<file path="src/rtl/tensor_core_pkg.sv">
// Shared types, widths and saturation helpers for the tensor core matmul block.
package tensor_core_pkg;

   localparam int unsigned DATA_WIDTH = 8;
   localparam int unsigned MATRIX_DIM = 3;
   localparam int unsigned ACC_WIDTH  = 2 * DATA_WIDTH + 2;
   localparam int unsigned PROD_WIDTH = 2 * DATA_WIDTH;
   localparam int unsigned IDX_WIDTH  = $clog2(MATRIX_DIM);

   typedef logic signed [DATA_WIDTH-1:0] tensor_element_t;
   typedef logic signed [PROD_WIDTH-1:0] tensor_prod_t;
   typedef logic signed [ACC_WIDTH-1:0]  tensor_acc_t;
   typedef logic        [IDX_WIDTH-1:0]  tensor_idx_t;

   typedef enum logic [2:0] {
      IDLE,
      MAC,
      STORE,
      WRITEBACK,
      DONE
   } seq_state_t;

   localparam tensor_acc_t ELEM_MAX = ACC_WIDTH'((2 ** (DATA_WIDTH - 1)) - 1);
   localparam tensor_acc_t ELEM_MIN = ACC_WIDTH'(-(2 ** (DATA_WIDTH - 1)));

   // True when the accumulator value does not fit in one element.
   function automatic logic is_saturated(input tensor_acc_t value);
      return (value > ELEM_MAX) || (value < ELEM_MIN);
   endfunction

   // Clamp an accumulator value to the signed element range.
   function automatic tensor_element_t saturate(input tensor_acc_t value);
      if (value > ELEM_MAX) begin
         return DATA_WIDTH'(ELEM_MAX);
      end else if (value < ELEM_MIN) begin
         return DATA_WIDTH'(ELEM_MIN);
      end else begin
         return DATA_WIDTH'(value);
      end
   endfunction

endpackage

</file>
<file path="src/rtl/tensor_core_mac_unit.sv">
// Shared signed multiply-accumulate with clear and a saturating narrow output.
module tensor_core_mac_unit
   import tensor_core_pkg::*;
(
   input  logic            clock_in,
   input  logic            reset_in,
   input  logic            enable_in,
   input  logic            clear_in,
   input  tensor_element_t a_in,
   input  tensor_element_t b_in,
   output tensor_element_t sat_c,
   output logic            ovf_c
);

   tensor_acc_t  acc;
   tensor_prod_t prod_c;
   tensor_acc_t  base_c;

   // Full-precision signed product and accumulate base (cleared on the first term).
   assign prod_c = tensor_prod_t'(a_in) * tensor_prod_t'(b_in);
   assign base_c = clear_in ? '0 : acc;

   // Accumulator register; 18 bits cannot wrap for a 3-term dot product.
   always_ff @(posedge clock_in) begin
      if (reset_in) begin
         acc <= '0;
      end else if (enable_in) begin
         acc <= base_c + ACC_WIDTH'(prod_c);
      end
   end

   // Narrowed result and clamp indication for the completed dot product.
   assign sat_c = saturate(acc);
   assign ovf_c = is_saturated(acc);

endmodule

</file>
<file path="src/rtl/tensor_core_matmul_sequencer.sv">
// Sequences a 3x3 signed matmul C = M0 x M1 through one MAC and writes C back into M0.
module tensor_core_matmul_sequencer
   import tensor_core_pkg::*;
(
   input  logic            clock_in,
   input  logic            reset_in,
   input  logic            start_in,
   output logic            busy_out,
   output logic            done_out,
   output logic            overflow_out,
   output tensor_idx_t     a_row_out,
   output tensor_idx_t     a_col_out,
   input  tensor_element_t a_data_in,
   output tensor_idx_t     b_row_out,
   output tensor_idx_t     b_col_out,
   input  tensor_element_t b_data_in,
   output logic            write_enable_out,
   output tensor_idx_t     write_row_out,
   output tensor_idx_t     write_col_out,
   output tensor_element_t write_data_out
);

   localparam tensor_idx_t LAST_IDX = IDX_WIDTH'(MATRIX_DIM - 1);

   seq_state_t      state;
   tensor_idx_t     i_idx;
   tensor_idx_t     j_idx;
   tensor_idx_t     k_idx;
   tensor_element_t result_buf [MATRIX_DIM][MATRIX_DIM];

   tensor_element_t mac_sat_c;
   logic            mac_ovf_c;
   tensor_idx_t     next_i_c;
   tensor_idx_t     next_j_c;
   tensor_idx_t     wb_next_row_c;
   tensor_idx_t     wb_next_col_c;

   // Single shared MAC; the first term of every dot product clears the accumulator.
   tensor_core_mac_unit u_mac (
      .clock_in  (clock_in),
      .reset_in  (reset_in),
      .enable_in (state == MAC),
      .clear_in  (k_idx == '0),
      .a_in      (a_data_in),
      .b_in      (b_data_in),
      .sat_c     (mac_sat_c),
      .ovf_c     (mac_ovf_c)
   );

   // Row-major successors for the result position and the writeback position.
   assign next_j_c      = (j_idx == LAST_IDX) ? '0 : IDX_WIDTH'(j_idx + 1'b1);
   assign next_i_c      = (j_idx == LAST_IDX) ? IDX_WIDTH'(i_idx + 1'b1) : i_idx;
   assign wb_next_col_c = (write_col_out == LAST_IDX) ? '0 : IDX_WIDTH'(write_col_out + 1'b1);
   assign wb_next_row_c = (write_col_out == LAST_IDX) ? IDX_WIDTH'(write_row_out + 1'b1)
                                                      : write_row_out;

   // Sequencer FSM; outputs are loaded on the edge entering the state they belong to.
   always_ff @(posedge clock_in) begin
      if (reset_in) begin
         state            <= IDLE;
         i_idx            <= '0;
         j_idx            <= '0;
         k_idx            <= '0;
         busy_out         <= 1'b0;
         done_out         <= 1'b0;
         overflow_out     <= 1'b0;
         a_row_out        <= '0;
         a_col_out        <= '0;
         b_row_out        <= '0;
         b_col_out        <= '0;
         write_enable_out <= 1'b0;
         write_row_out    <= '0;
         write_col_out    <= '0;
         write_data_out   <= '0;
         for (int unsigned r = 0; r < MATRIX_DIM; r++) begin
            for (int unsigned c = 0; c < MATRIX_DIM; c++) begin
               result_buf[r][c] <= '0;
            end
         end
      end else begin
         done_out <= 1'b0;
         case (state)
            IDLE: begin
               if (start_in) begin
                  state        <= MAC;
                  i_idx        <= '0;
                  j_idx        <= '0;
                  k_idx        <= '0;
                  busy_out     <= 1'b1;
                  overflow_out <= 1'b0;
                  a_row_out    <= '0;
                  a_col_out    <= '0;
                  b_row_out    <= '0;
                  b_col_out    <= '0;
               end
            end
            MAC: begin
               if (k_idx == LAST_IDX) begin
                  state     <= STORE;
                  k_idx     <= '0;
                  a_row_out <= '0;
                  a_col_out <= '0;
                  b_row_out <= '0;
                  b_col_out <= '0;
               end else begin
                  k_idx     <= IDX_WIDTH'(k_idx + 1'b1);
                  a_col_out <= IDX_WIDTH'(k_idx + 1'b1);
                  b_row_out <= IDX_WIDTH'(k_idx + 1'b1);
               end
            end
            STORE: begin
               result_buf[i_idx][j_idx] <= mac_sat_c;
               if (mac_ovf_c) begin
                  overflow_out <= 1'b1;
               end
               if ((i_idx == LAST_IDX) && (j_idx == LAST_IDX)) begin
                  state            <= WRITEBACK;
                  i_idx            <= '0;
                  j_idx            <= '0;
                  write_enable_out <= 1'b1;
                  write_row_out    <= '0;
                  write_col_out    <= '0;
                  write_data_out   <= result_buf[0][0];
               end else begin
                  state     <= MAC;
                  i_idx     <= next_i_c;
                  j_idx     <= next_j_c;
                  a_row_out <= next_i_c;
                  b_col_out <= next_j_c;
               end
            end
            WRITEBACK: begin
               if ((write_row_out == LAST_IDX) && (write_col_out == LAST_IDX)) begin
                  state            <= DONE;
                  busy_out         <= 1'b0;
                  done_out         <= 1'b1;
                  write_enable_out <= 1'b0;
                  write_row_out    <= '0;
                  write_col_out    <= '0;
                  write_data_out   <= '0;
               end else begin
                  write_row_out  <= wb_next_row_c;
                  write_col_out  <= wb_next_col_c;
                  write_data_out <= result_buf[wb_next_row_c][wb_next_col_c];
               end
            end
            DONE: begin
               state <= IDLE;
            end
            default: begin
               state <= IDLE;
            end
         endcase
      end
   end

endmodule
</file>
<file path="config.mk">
export PLATFORM = sky130hd
export DESIGN_NAME = tensor_core_matmul_sequencer
export DESIGN_NICKNAME = d
export VERILOG_FILES = /design/src/rtl/tensor_core_pkg.sv /design/src/rtl/tensor_core_mac_unit.sv /design/src/rtl/tensor_core_matmul_sequencer.sv
export SDC_FILE = /design/constraint.sdc
export NUM_CORES = 1
export LEC_CHECK = 0
export CORE_MARGIN = 8
export CORE_UTILIZATION = 40
export CTS_BUF_LIST = sky130_fd_sc_hd__clkbuf_8 sky130_fd_sc_hd__clkbuf_16
export DETAILED_ROUTE_END_ITERATION = 6
export PLACE_DENSITY = 0.63
export SLEW_MARGIN = 5
export SYNTH_ARGS = -nofsm -noshare
export SYNTH_HDL_FRONTEND = slang
export SYNTH_HIERARCHICAL = 1
export SYNTH_SLANG_ARGS = --single-unit
</file>
<file path="constraint.sdc">
create_clock -name clock_in -period 7.8 [get_ports clock_in]
set_clock_uncertainty 0.15 [all_clocks]
set_input_delay 0.78 -clock clock_in [delete_from_list [all_inputs] [get_ports clock_in]]
set_output_delay 0.78 -clock clock_in [all_outputs]
set_load 0.02 [all_outputs]
</file>
; ---- Yosys cells after proc, flatten, opt, wreduce, memory -nomap -nowiden
; Memory sizes are Yosys's and may differ from the RTL's.
; Index checks and enable logic that the tools add are counted.
[op_classes]
order_cmp = 5
multipliers = 1
n_addsub = 6
n_reduce_logical = 21
n_bitwise = 3
mux = 54
eq_ne = 14
[ops]
columns = operator, count
row1 = $mux W24, 3
row2 = $mux W8, 7
row3 = $mux W2, 16
row4 = $reduce_or A24 Y1, 1
row5 = $pmux W2 S2, 5
row6 = $add A18 B16 Y18, 1
row7 = $gt A18 B8 Y1 const B, 1
row8 = $lt A18 B8 Y1 const B, 1
row9 = $mux W18, 1
row10 = $bmux W8 S2, 1
row11 = $demux W8 S2, 1
row12 = $mul A8 B8 Y16, 1
row13 = $pmux W8 S2, 1
row14 = $ne A2 B2 Y1 const B, 6
row15 = $pmux W2 S3, 2
row16 = $pmux W3 S4, 1
row17 = $reduce_and A3 Y1, 4
row18 = $add A2 B1 Y2 const B, 5
row19 = $eq A2 B2 Y1 const B, 5
row20 = $mux W1, 10
row21 = $mux W3, 3
row22 = $reduce_bool A2 Y1, 4
row23 = $eq A3 B2 Y1 const B, 2
row24 = $ge A3 B3 Y1 const B, 2
row25 = 13 further kinds, 20
[totals]
n_memories = 1
elab_cells = 119
ff_bits = 47
ramBits = 72
[mem_list]
columns = name, depth, word_bits, read_ports, rd_clocked_by_memory_dff, write_ports, line_no
row1 = result_buf, 3, 24, 2, 0, 3, tensor_core_matmul_sequencer.sv:29  ; tensor_element_t result_buf [MATRIX_DIM][MATRIX_DIM];

; ---- Longest topological paths before layout
[logic_depth]
word_depth = 8
depth_mapped = 20
depth_no_buf = 18

; ---- Modules after synthesis
; Netlist, hierarchy kept.
[by_module_without_submodules]
columns = module, cells_each, area_per_inst_um2, n_inst, seq_area_each_um2
row1 = tensor_core_matmul_sequencer, 603, 6054.6, 1, 3463.3
row2 = tensor_core_mac_unit, 442, 4146.5, 1, 360.3

; ---- Worst setup path before layout
; Ideal clock, no wire load.
[synth_timing]
kind = input-to-reg
from = input port b_data_in[1]
to = register u_mac.acc[17]
path_buffers = 1
path_stages = 18
slack_ns = 1.891
setup_ns = 0.119
arrival_time_ns = 5.640
required_ns = 7.531
path_cell_list = clkbuf_1 -> and2_1 -> inv_1 -> fa_1 -> inv_1 -> fa_1 -> inv_1 -> fa_1 -> inv_1 -> fa_1 -> ha_1 -> ha_1 -> o21a_1 -> o2111a_1 -> and4_1 -> or4_1 -> nand3_1 -> a21oi_1
[synth_via]
elab_chain_cells = 2
[synth_rtl]
columns = element, line_no
row1 = "start, declared", tensor_core_matmul_sequencer.sv:16  ; input tensor_element_t b_data_in,
row2 = $mul A8 B8 Y16, tensor_core_mac_unit.sv:20  ; assign prod_c = tensor_prod_t'(a_in) * tensor_prod_t'(b_in);
row3 = $add A18 B16 Y18, tensor_core_mac_unit.sv:28  ; acc <= base_c + ACC_WIDTH'(prod_c);
row4 = "end signal, assigned", tensor_core_mac_unit.sv:28
row5 = "end, declared", tensor_core_mac_unit.sv:15  ; tensor_acc_t acc;
; Every way passes these cells.
; A chain may end at the register's enable or synchronous reset.

; ---- Final worst setup path
[layout_timing]
from = input port b_data_in[0]
to = register u_mac.acc[17]
; Same word-level chain as after synthesis.

==> impl_metrics.ini <==
[power_and_ir_drop]
power_density_nw_per_um2 = 269
seqPwrFrac = 0.302
clockPowerShare = 0.241
pwr-share-comb = 0.457
ir_drop_mv = 0.164
switchingPower_uw = 1160
p_leak_uw = 0.00452
internal_power_uw = 1900
sw_frac_of_total = 0.379

[clocking]
cts_buffers = 17
cts-root-buf = clkbuf_16
cts_setup_buffers = 0
cts_tree = built
clock_latency_ps = 420
cts_buffer_depth = 2
cts.sinks = 143
h-tree-depth = 4
cts_hold_buffers = 0
post_cts_resize_count = 0
clk_pin_slew_ps = 60

[critical_path]
cp.required_ps = 7930
cp-startpoint = b_data_in[0]
timing.rr.end = u_mac/acc[17]
cp-endpoint = u_mac/acc[17]
ff2ff_path_depth = 18
end_kind = flop
crit_type = input port to flop
r2r_start = k_idx[1]
regToRegSetupSlack_ps = 2330
start_kind = input port
critPathMaxFanout = 9
critPathArrivalTime_ps = 6530

[floorplan]
io_pins = 43
die_w_microns = 176
dieArea_sq_um = 30900
row_count = 58
start_util = 0.406
fp.dieH_microns = 176
core_sq_um = 25100

[outcome]
outcome = completed

[drt]
post_drt_wl_per_cell_microns = 18.3
drtIter0Drc = 569
vias = 7667
viasPerCell = 5.47
first_pass_iters = 5
drc = 0
drtAntennaViolNets = 0
wl_microns = 25700

[global_routing]
grt_overflow = 0
grt_max_degree = 54
antenna_found_initial = 0
grt_use_total = 0.171
grt_first_pass_wirelength_microns = 42000
grt_pass1_vias = 7741

[synth]
synth_area_sq_um = 10200
ys.flop_type = edfxtp_1
yosysTopAreaCellShare = 0.283
synthDistinctLibCells = 70
syn_nets = 1188
synth_edf_count = 96
synth.area.top_cells = edfxtp_1 28%, fa_1 16%, dfxtp_1 9.2%
ys_ff_latch = 143
seq_area_frac_synth = 0.375
ys_warn_count = 6
synth.avg_cell_area_sq_um = 9.76
netlist_instances = 1045
synth_top_cell_by_area = edfxtp_1
async_reset_ff_frac = 0

[sta]
min_period_ps = 6400
tns_ps = 0
drv_slew = 0
maxClockFrequency_mhz = 156
worstMarginPinSlew_ps = 1090
timing.final.crit_share = 0.821
relSlewSlack = 0.273
hold_violations = 0
rsz0062_at_grt = no
setup_viol = 0

[placement]
portBuffers = 42
place_congestion = 0.813
hpwl_microns = 18300

[finish]
drive_gt1_frac = 0.0523
nets = 1201
fillers = 2419
final_util = 0.453
diodes = 0
area_growth_syn_to_layout_pct = 11.5

[job]
max-cap-violations = 0

[min_path]
hold_path_class = flop to flop
critical path, cell delays in order:
cell             delay (ps)
clkdlybuf4s50_1         620
and2_1                  530
inv_1                   230
fa_1                    560
inv_1                    60
fa_1                    520
fa_1                    440
fa_1                    510
fa_1                    490
ha_1                    360
a21oi_1                 210
o221ai_1                260
and4_1                  310
or4_1                   460
nand3_1                 100
a21oi_1                  70
worst min-delay path by stage:
stage,cells after the start,slack (ps),from,to
global route,2,330,busy_out,busy_out
finish,2,310,a_row_out[0],a_row_out[0]
detailed placement,2,300,busy_out,busy_out
floorplan,2,330,u_mac/acc[6],u_mac/acc[6]
global placement,2,300,write_enable_out,write_enable_out
CTS,2,310,a_row_out[0],a_row_out[0]
placed cells by master (no fill, tap or decap), types with 10 or more instances in the layout:
cell type | synthesis | routed
fa_1 | 80 | 80
o211ai_1 | 16 | 16
a21oi_1 | 42 | 42
buf_4 | 3 | 10
a211oi_1 | 26 | 26
clkdlybuf4s50_1 | 0 | 41
inv_1 | 113 | 115
clkbuf_16 | 0 | 17
mux2i_1 | 13 | 13
xnor2_1 | 12 | 12
nand3_1 | 17 | 17
nand2b_1 | 19 | 19
o21ai_0 | 22 | 22
a31oi_1 | 27 | 27
o21a_1 | 14 | 14
nand2_1 | 95 | 95
edfxtp_1 | 96 | 96
nor2_1 | 116 | 116
o21ai_1 | 16 | 16
dfxtp_1 | 47 | 47
and2_1 | 37 | 37
ha_1 | 44 | 44
logic make-up after synthesis:
| group | synth area share |
|---|---|
| buffers and inverters | 0.0703 |
| multiplexers | 0.0172 |
| adder cells (fa/ha/maj) | 0.211 |
| flip-flops | 0.375 |
| XOR/XNOR | 0.0183 |
| AND/OR/NAND/NOR | 0.158 |
| AO/OA/AOI/OAI | 0.151 |
power groups by stage:
stage	logic (uW)	clock network [uW]	registers, uW
floorplan	1090	0	924
global route	1600	774	931
detailed placement	1380	0	938
finish	1400	738	923
global placement	1360	0	937
CTS	1400	742	923
area by class of cell:
type / instances / area, sq um / share of cell area
multi-input combinational: 723 / 5660 / 0.498
sequential: 143 / 3820 / 0.336
timing repair buffer: 52 / 490 / 0.0431
inverter: 121 / 454 / 0.0399
clock buffer: 17 / 425 / 0.0374
tap: 330 / 413 / 0.0363
clock inverter: 15 / 106 / 0.00935
cells in the mapped netlist (4+ instances only):
| cell type | number |
|---|---|
| nand3_1 | 17 |
| a32oi_1 | 5 |
| and2_0 | 4 |
| o21a_1 | 14 |
| dfxtp_1 | 47 |
| buf_1 | 4 |
| clkbuf_1 | 34 |
| o21ai_1 | 16 |
| nor2_1 | 116 |
| a31oi_1 | 27 |
| nor4_1 | 5 |
| edfxtp_1 | 96 |
| a22oi_1 | 4 |
| a2111oi_0 | 5 |
| a211oi_1 | 26 |
| and2b_1 | 6 |
| buf_2 | 15 |
| o2111ai_1 | 5 |
| xnor2_1 | 12 |
| o22ai_1 | 6 |
| o211ai_1 | 16 |
| inv_1 | 113 |
| fa_1 | 80 |
| nor2b_1 | 7 |
| a211o_1 | 4 |
| o21ai_0 | 22 |
| nand2_1 | 95 |
| ha_1 | 44 |
| inv_2 | 8 |
| nand2b_1 | 19 |
| a21oi_1 | 42 |
| nor3_1 | 4 |
| nand3b_1 | 5 |
| a21o_1 | 5 |
| nand4_1 | 6 |
| mux2i_1 | 13 |
| and2_1 | 37 |
| a41o_1 | 4 |
through the flow:
step	hold slack [ps]	instance area (sq um)	std cells	worst slack, ps	total power [uW]
floorplan	326	10200	1045	1890	2010
global placement	297	10800	1369	1140	2300
detailed placement	302	10800	1369	996	2320
CTS	311	11400	1401	1420	3060
global route	331	11400	1401	1070	3310
finish	308	11400	1401	1400	3060
sequential cells by signal (all words and copies together) (netlist names), 2 cells and up:
name,cells
result_buf,96
u_mac/acc,18
write_data_out,8
state,3
a_row_out,2
b_col_out,2
i_idx,2
j_idx,2
k_idx,2
write_col_out,2
write_row_out,2
routing by layer:
metal / vias up / global-route usage / share of wire
met3: 49 / 0.0206 / 0.047
li1: 3648 / - / -
met5: - / 0 / 0
met1: 3741 / 0.221 / 0.44
met2: 229 / 0.283 / 0.48
met4: 0 / 0.0752 / 0.031
Note: power is estimated with default switching activity, not from simulation.
